## config.mk

```make
export PLATFORM = sky130hd
export DESIGN_NAME = cache_fill_writer
export DESIGN_NICKNAME = d
export VERILOG_FILES = /design/src/rtl/cache_fill_writer.sv
export SDC_FILE = /design/constraint.sdc
export NUM_CORES = 1
export LEC_CHECK = 0
export CORE_MARGIN = 10
export CORE_UTILIZATION = 37
export DETAILED_ROUTE_END_ITERATION = 8
export GPL_ROUTABILITY_DRIVEN = 0
export PLACE_DENSITY = 0.92
export SLEW_MARGIN = 20
export SYNTH_ARGS = -nofsm -noshare
export SYNTH_HDL_FRONTEND = slang
export SYNTH_SLANG_ARGS = --single-unit
```

## constraint.sdc

```tcl
create_clock -name clk -period 3.2 [get_ports clk]
set_input_delay 0.32 -clock clk [delete_from_list [all_inputs] [get_ports clk]]
set_output_delay 0.32 -clock clk [all_outputs]
set_load 0.005 [all_outputs]
```

## src/rtl/cache_fill_writer.sv

```systemverilog
// cache_fill_writer: writes returning memory words into the cache data array, then commits the tag
module cache_fill_writer #(
  parameter int DATA_W  = 16,
  parameter int TAG_W   = 6,
  parameter int INDEX_W = 6,
  parameter int WORDS   = 8
) (
  input  logic                                 clk,
  input  logic                                 rst_n,
  input  logic                                 fill_start_i,
  input  logic [15:0]                          fill_addr_i,
  input  logic                                 fill_abort_i,
  input  logic                                 mem_data_valid_i,
  input  logic [DATA_W-1:0]                    mem_data_i,
  output logic                                 data_wr_en_o,
  output logic [INDEX_W+$clog2(WORDS)-1:0]     data_wr_addr_o,
  output logic [DATA_W-1:0]                    data_wr_data_o,
  output logic                                 tag_wr_en_o,
  output logic [INDEX_W-1:0]                   tag_wr_index_o,
  output logic [TAG_W:0]                       tag_wr_data_o,
  output logic                                 fill_done_o,
  output logic                                 busy_o
);
  localparam int WORD_W = $clog2(WORDS);
  typedef enum logic [1:0] {IDLE = 2'd0, FILL = 2'd1, COMMIT = 2'd2} state_t;
  state_t               state_q, state_d;
  logic [WORD_W-1:0]    cnt_q, cnt_d;
  logic [TAG_W-1:0]     tag_q, tag_d;
  logic [INDEX_W-1:0]   index_q, index_d;
  logic                 unused_addr;
  assign unused_addr = ^fill_addr_i[3:0];
  // state, word counter and latched block address
  always_ff @(posedge clk or negedge rst_n) begin
    if (!rst_n) begin
      state_q <= IDLE;
      cnt_q   <= '0;
      tag_q   <= '0;
      index_q <= '0;
    end else begin
      state_q <= state_d;
      cnt_q   <= cnt_d;
      tag_q   <= tag_d;
      index_q <= index_d;
    end
  end
  // next state: abort dominates everything, an illegal encoding falls back to IDLE
  always_comb begin
    state_d = state_q;
    cnt_d   = cnt_q;
    tag_d   = tag_q;
    index_d = index_q;
    if (fill_abort_i) begin
      state_d = IDLE;
      cnt_d   = '0;
    end else begin
      case (state_q)
        IDLE: if (fill_start_i) begin
          state_d = FILL;
          cnt_d   = '0;
          tag_d   = fill_addr_i[15 -: TAG_W];
          index_d = fill_addr_i[4 +: INDEX_W];
        end
        FILL: if (mem_data_valid_i) begin
          cnt_d   = cnt_q + 1'b1;
          state_d = (cnt_q == WORD_W'(WORDS - 1)) ? COMMIT : FILL;
        end
        default: state_d = IDLE;
      endcase
    end
  end
  // outputs are forced to zero whenever their enable is low
  always_comb begin
    data_wr_en_o   = (state_q == FILL) & mem_data_valid_i & ~fill_abort_i;
    data_wr_addr_o = data_wr_en_o ? {index_q, cnt_q} : '0;
    data_wr_data_o = data_wr_en_o ? mem_data_i : '0;
    tag_wr_en_o    = (state_q == COMMIT) & ~fill_abort_i;
    tag_wr_index_o = tag_wr_en_o ? index_q : '0;
    tag_wr_data_o  = tag_wr_en_o ? {1'b1, tag_q} : '0;
    fill_done_o    = tag_wr_en_o;
    busy_o         = (state_q == FILL) | (state_q == COMMIT);
  end
endmodule

```

After elaboration in Yosys (flattened, before gate mapping)

Index checks and enable logic that the tools add are counted.
W data, S select, Z words.

Equality and inequality tests: 5
Mux-type cells: 13
Bitwise gates (word level): 5
Shifts and indexed selects: 0
Divide/modulo/power cells: 0
Magnitude comparators: 0
Add/sub/neg operators: 1
Multipliers: 0
Reduce and logical (&&, ||, !) cells: 5

Operators with widths:

| operator              | number |
|---|---|
| $mux W16              | 1 |
| $mux W3               | 3 |
| $mux W9               | 1 |
| $mux W2               | 4 |
| $mux W7               | 1 |
| $mux W6               | 1 |
| $ne A3 B3 Y1 const B  | 2 |
| $pmux W3 S2           | 1 |
| $reduce_and A3 Y1     | 2 |
| $pmux W2 S2           | 1 |
| $add A3 B1 Y3 const B | 1 |
| $and A1 B1 Y1         | 3 |
| $eq A3 B3 Y1 const B  | 1 |
| $reduce_bool A3 Y1    | 1 |
| $eq A2 B1 Y1 const B  | 1 |
| $eq A2 B2 Y1 const B  | 1 |
| $logic_not A2 Y1      | 1 |
| $reduce_and A2 Y1     | 1 |
| $not A1 Y1            | 1 |
| $or A1 B1 Y1          | 1 |

Latch bits: 0
Memories kept: 0
Output and inout bits: 42
Bits in writable memories: 0
Input bits: 37
Memory bits (read-only): 0
Flip-flop bits (word level): 17

Logic depth before layout (Yosys ltp)

Gate-level depths: netlist of run 1.

Word-level depth: 5
Depth in mapped cells: 7
Mapped depth without buffers: 5

Worst setup path after synthesis of run 1

OpenSTA, ideal clock, no wires.

Path type: reg2out
From: register state_q[0]
To: output port data_wr_data_o[10]
Buffers on the path: 2
Path slack: 1.672 ns
Arrival: 1.208 ns
Required time: 2.880 ns
Cell stages (with the launch flop): 6
Cells stage by stage: dfrtp_1 -> ha_1 -> and3b_1 -> buf_6 -> buf_6 -> and2_1

Longest elaborated chain between the ends: 4

Ends and longest elaborated chain:

| element                    | RTL line | source |
|---|---|---|
| from (decl)                | 26       | `state_t state_q, state_d;` |
| from (signal assigned)     | 40       | `state_q <= state_d;` |
| $eq A2 B1 Y1               | 73       | `data_wr_en_o = (state_q == FILL) & mem_data_valid_i & ~fill_abort_i;` |
| $and A1 B1 Y1 (2 in a row) | 73       |  |
| via data_wr_en_o           | 15       | `output logic data_wr_en_o,` |
| $mux W16                   | 75       | `data_wr_data_o = data_wr_en_o ? mem_data_i : '0;` |
| to (decl)                  | 17       | `output logic [DATA_W-1:0] data_wr_data_o,` |

The timed path passes the listed nets, and every way through them passes these cells.

Worst setup path after layout of run 1

From: register state_q[1]
To: output port data_wr_addr_o[8]

Longest elaborated chain between the ends: 4

Ends and longest elaborated chain:

| element                    | RTL line | source |
|---|---|---|
| $eq A2 B1 Y1               | 73       |  |
| $and A1 B1 Y1 (2 in a row) | 73       |  |
| $mux W9                    | 74       | `data_wr_addr_o = data_wr_en_o ? {index_q, cnt_q} : '0;` |
| to (decl)                  | 16       | `output logic [INDEX_W+$clog2(WORDS)-1:0] data_wr_addr_o,` |

Every way passes these cells.

==> impl_metrics.json, run 1 <==
{
  "busiest_layer": "met2",
  "drc_errors": 0,
  "synth_compound_area_frac": 0.0503,
  "p_int_uw": 505,
  "drive_gt1_frac": 0.103,
  "syn_to_final_growth_pct": 66.2,
  "wl_per_cell_um": 17.5,
  "setup_viol": 0,
  "grt_setup_unrepaired": "false",
  "p_clk_frac": 0.164,
  "powerDensity_mw_per_mm2": 375,
  "wl_um": 3580,
  "clock_skew_ns": 0.00785,
  "grt-ovfl-total": 0,
  "final_common_cell": "clkdlybuf4s50_1",
  "ff2ff_path_depth": 5,
  "antenna_left": 0,
  "finalCritPeriodShare": 0.862,
  "period_needed_ns": 2.76,
  "status": "finished, final reports clean",
  "postCtsSetupBuffers": 0,
  "dp_slack_ns": 0.580,
  "final_cell_mix": "clkdlybuf4s50_1, and2_1, dfrtp_1",
  "dpl.hpwl_um": 3040,
  "syn_nets": 145,
  "p_comb_frac": 0.382,
  "drt_iter0_markers": 11,
  "cts_hold_buf": 0,
  "synthCells": 103,
  "dieWidth_um": 75.0,
  "use_met3": 0.0210,
  "clkSlewWorstSetupHoldPaths_ns": 0.10,
  "cts.path.max_buffers": 2,
  "critical_path_class": "flop to output port",
  "routed_via_density": 4.85,
  "worst-path-max-fanout": 27,
  "cts_root_buffer": "clkbuf_4",
  "die-area_mm2": 0.00562,
  "synth_top_family_by_area": "simple AND/OR/NAND/NOR gates",
  "start_util": 0.395,
  "timing.hold.ws_ns": 0.470,
  "critPathCapture": "data_wr_addr_o[8]",
  "critPathArrivalTime_ns": 2.44,
  "slew_headroom": 0.490,
  "hold_class": "primary input to asynchronous set/reset pin",
  "antenna_found_initial": 0,
  "r2r_slack_ns": 1.46,
  "cts_tree": "yes",
  "ys_ff_latch": 17,
  "r2r_end": "state_q[1]",
  "firstDrtPassIters": 2,
  "switchingPower_uw": 192,
  "finalNetCount": 217,
  "ys_seq_area_frac": 0.380,
  "switching_share": 0.276,
  "cap_violations": 0,
  "cts_buffers": 3,
  "num_vias": 995,
  "worstReg2RegStart": "state_q[1]",
  "syn_area_mm2": 0.00112,
  "grtUsageMet1": 0.128,
  "cts_sinks": 17,
  "die_y_um": 75.0,
  "first_global_vias": 1036,
  "worst_pin_slew_ns": 0.762,
  "gr-usage-all-layers": 0.121,
  "grt_pass1_wl_um": 5240,
  "postCtsResizedCells": 0,
  "yosys-mux-area-fraction": 0.163,
  "fmax_ghz": 0.362,
  "sequentialPowerShare": 0.454,
  "drv_slew": 0,
  "rows": 19,
  "tns_ns": 0,
  "synthSimpleGateAreaFrac": 0.285,
  "worstPathRequired_ns": 2.88,
  "ys.flop_type": "dfrtp_1",
  "clock_latency_ns": 0.29,
  "synth_xor_xnor_area_share": 0,
  "synth_fa_ha_area_frac": 0.0559,
  "synth_edf_count": 0,
  "grt_max_degree": 28,
  "crit_path_start": "state_q[1]",
  "pin_count": 79,
  "core_mm2": 0.00283,
  "avgSynthCellArea_um2": 10.9,
  "hold_violations": 0,
  "n_antenna_cell": 0,
  "power.total_uw": 697,
  "synth_warnings": 0,
  "grt_use_met2": 0.225,
  "start_kind": "flop",
  "h-tree-depth": 1,
  "synth_cell_types": 25,
  "layout_setup_ws_ns": 0.441,
  "synth_async_sr_flop_share": 1.00,
  "ir_drop_v": 0.000201,
  "port-buffer-count": 74,
  "power.leakage_nw": 0.802,
  "critPathCaptureType": "output port"
}
==> worst max-delay path, stage by stage (launching register included) <==
cell             delay [ns]
dfrtp_1                0.40
inv_1                  0.09
ha_1                   0.28
and3b_1                0.63
and2_1                 0.23
clkdlybuf4s50_1        0.53
==> metrics by stage <==
step            util  cells  instance area (um^2)
3_5_place_dp   0.648    201                  1830
2_1_floorplan      -    103                  1120
6_report       0.657    205                  1860
4_1_cts        0.657    205                  1860
5_1_grt        0.657    205                  1860
3_3_place_gp   0.648    201                  1830
==> Yosys cell counts, types with 2 or more instances <==
cell | number | area (um^2)
buf_6 | 4 | 45.0
buf_4 | 2 | 15.0
mux2_2 | 2 | 22.5
ha_1 | 5 | 62.6
inv_1 | 2 | 7.51
dfrtp_1 | 17 | 425
and2_1 | 37 | 231
mux2_4 | 10 | 150
nand4_1 | 2 | 12.5
o21ai_0 | 4 | 20.0
a21oi_1 | 4 | 20.0
==> cell type report <==
| class | instances | area, um^2 |
|---|---|---|
| multi-input combinational | 77 | 621 |
| tap | 31 | 38.8 |
| timing repair buffer | 74 | 741 |
| sequential | 17 | 425 |
| inverter | 2 | 7.51 |
| fill | 233 | 970 |
| clock buffer | 4 | 26.3 |
==> cell families after synthesis <==
kind of cell	count (synthesis)
compound gates	10
fa+ha+maj	5
buf+inv	9
simple gates	49
flops	17
mux	13
==> layer usage <==
metal  share of wire  vias up  wire length (um)
met2            0.49       54              1770
met1            0.42      455              1490
met5               0        -                 0
met3           0.080        2               287
met4           0.011        0                38
li1                -      484                 -
==> worst min path at each step <==
stage / start / endpoint / depth (start not counted)
2_1_floorplan: rst_n / cnt_q[0] / 0
3_3_place_gp: tag_q[5] / tag_q[5] / 1
3_5_place_dp: tag_q[5] / tag_q[5] / 1
4_1_cts: rst_n / index_q[5] / 1
5_1_grt: rst_n / cnt_q[0] / 1
6_report: rst_n / index_q[5] / 1
==> state kept, by name, summed over array words and instances (netlist names) <==
register	count
index_q	6
cnt_q	3
tag_q	6
state_q	2
==> power by group through the flow <==
| stage | Sequential (mW) | Clock, mW | Combinational [mW] |
|---|---|---|---|
| after global routing | 0.328 | 0.127 | 0.288 |
| after detailed placement | 0.321 | 0 | 0.268 |
| after global placement | 0.317 | 0 | 0.258 |
| final | 0.317 | 0.114 | 0.266 |
| after CTS | 0.318 | 0.120 | 0.269 |
| after floorplan | 0.306 | 0 | 0.168 |
(Power assumes the default switching activity.)
==> run 2: changes to the inputs <==
--- a/config.mk
+++ b/config.mk
@@ -6,10 +6,10 @@
 export NUM_CORES = 1
 export LEC_CHECK = 0
 export CORE_MARGIN = 10
-export CORE_UTILIZATION = 37
+export CORE_UTILIZATION = 35
 export DETAILED_ROUTE_END_ITERATION = 8
 export GPL_ROUTABILITY_DRIVEN = 0
-export PLACE_DENSITY = 0.92
+export PLACE_DENSITY = 0.88
 export SLEW_MARGIN = 20
 export SYNTH_ARGS = -nofsm -noshare
 export SYNTH_HDL_FRONTEND = slang
==> constraint.sdc (replaced) <==
create_clock -name clk -period 2.7 [get_ports clk]
set_input_delay 0.27 -clock clk [delete_from_list [all_inputs] [get_ports clk]]
set_output_delay 0.27 -clock clk [all_outputs]
set_load 0.005 [all_outputs]
==> run 2 against run 1 <==
Critical path depth is 1 higher. Final area rose by 1.3%. Worst hold slack got worse by 0.057 ns. Cell count up 6.8%. Utilization shrank 4.0 points. Die area up 4.2%. Sequential power increased by 18%. Clock power is 19% higher. Clock-buffer cell count decreased by 1. Total power grew 19%. Largest cell class unchanged.
==> impl_metrics.json, run 2 (same netlist as run 1, synthesis figures left out) <==
{
  "grt_setup_unrepaired": "false",
  "cts.path.max_buffers": 2,
  "drt_iter0_markers": 28,
  "antenna_found_initial": 0,
  "grt-ovfl-total": 0,
  "pin_count": 79,
  "final_cell_mix": "clkdlybuf4s50_1, and2_1, dfrtp_1",
  "cts_hold_buf": 0,
  "start_kind": "flop",
  "n_antenna_cell": 0,
  "powerDensity_mw_per_mm2": 440,
  "h-tree-depth": 1,
  "cap_violations": 0,
  "status": "finished, final reports clean",
  "dpl.hpwl_um": 2940,
  "num_vias": 1033,
  "ff2ff_path_depth": 5,
  "first_global_vias": 1082,
  "critPathCaptureType": "output port",
  "setup_viol": 0,
  "port-buffer-count": 74,
  "routed_via_density": 4.72,
  "gr-usage-all-layers": 0.113,
  "dpl_cell_area_mm2": 0.00186,
  "worst_pin_slew_ns": 0.754,
  "clock_skew_ns": 0.00221,
  "final_area_mm2": 0.00188,
  "final_common_cell": "clkdlybuf4s50_1",
  "grt_pass1_wl_um": 5480,
  "power.leakage_nw": 0.810,
  "worstReg2RegStart": "state_q[0]",
  "drive_gt1_frac": 0.114,
  "antenna_left": 0,
  "postCtsSetupBuffers": 0,
  "syn_to_final_growth_pct": 68.5,
  "fmax_ghz": 0.405,
  "rows": 20,
  "timing.hold.ws_ns": 0.413,
  "start_util": 0.366,
  "dieWidth_um": 76.5,
  "finalCritPeriodShare": 0.915,
  "wl_per_cell_um": 15.8,
  "firstDrtPassIters": 4,
  "die_y_um": 76.5,
  "cts_sinks": 17,
  "period_needed_ns": 2.47,
  "reg_top3": "index_q x6, tag_q x6, cnt_q x3",
  "utilization": 0.617,
  "worst-path-max-fanout": 25,
  "hold_violations": 0,
  "cts_tree": "yes",
  "r2r_slack_ns": 1.01,
  "drv_slew": 0,
  "cts_root_buffer": "clkbuf_4",
  "die-area_mm2": 0.00586,
  "core_mm2": 0.00305,
  "tns_ns": 0,
  "power.total_uw": 830,
  "clock_latency_ns": 0.29,
  "slew_headroom": 0.495,
  "hold_class": "primary input to asynchronous set/reset pin",
  "finalNetCount": 218,
  "grt_max_degree": 26,
  "wl_um": 3460,
  "critical_path_class": "flop to output port",
  "clkSlewWorstSetupHoldPaths_ns": 0.10,
  "cts_buffers": 3,
  "r2r_end": "tag_q[5]",
  "postCtsResizedCells": 0,
  "worstPathRequired_ns": 2.43,
  "ir_drop_v": 0.000288,
  "critPathArrivalTime_ns": 2.20,
  "drc_errors": 0
}
run 2: metal layers:
| metal | share of wire | GRT usage | wire (um) | up-vias |
|---|---|---|---|---|
| met5 | 0 | 0 | 0 | - |
| met4 | 0.018 | 0.0390 | 61 | 0 |
| met3 | 0.043 | 0.0165 | 149 | 8 |
| met2 | 0.54 | 0.235 | 1880 | 59 |
| met1 | 0.40 | 0.108 | 1370 | 479 |
| li1 | - | - | - | 487 |
run 2: cell type report:
class	instances	area [um^2]
Tap cell	44	55.1
Clock inverter	1	5.00
Sequential cell	17	425
Timing Repair Buffer	75	748
Fill cell	278	1170
Multi-Input combinational cell	77	621
Clock buffer	3	22.5
Inverter	2	7.51
run 2: stage by stage:
step	setup WS, ns	cells
after floorplan	1.22	103
after global routing	0.130	219
after detailed placement	0.399	215
final	0.230	219
after CTS	0.214	219
after global placement	0.445	215
run 2: worst max path at each step:
stage | endpoint | from | cells after the start
after CTS | data_wr_data_o[13] | state_q[1] | 6
final | data_wr_data_o[13] | state_q[1] | 6
after floorplan | data_wr_data_o[10] | state_q[0] | 5
after global routing | data_wr_data_o[2] | state_q[1] | 6
after detailed placement | data_wr_data_o[13] | fill_abort_i | 5
after global placement | data_wr_addr_o[8] | fill_abort_i | 5
run 2: power by group:
group,switching [mW],total [mW],internal [mW]
sequential,0.0464,0.375,0.329
combinational,0.104,0.318,0.214
clock,0.0810,0.136,0.0551
run 2: critical path: stages, from the launching register on:
cell and delay [ns]:
dfrtp_1 0.39, inv_1 0.10, ha_1 0.27, and3b_1 0.24
buf_4 0.23, and2_1 0.16, clkdlybuf4s50_1 0.51
==> run 3: changes to the inputs <==
--- a/config.mk
+++ b/config.mk
@@ -5,6 +5,7 @@
 export SDC_FILE = /design/constraint.sdc
 export NUM_CORES = 1
 export LEC_CHECK = 0
+export CAP_MARGIN = 20
 export CORE_MARGIN = 10
 export CORE_UTILIZATION = 35
 export DETAILED_ROUTE_END_ITERATION = 8
==> results of run 3 <==
Final layout, timing and power as in run 2 (identical DEF).
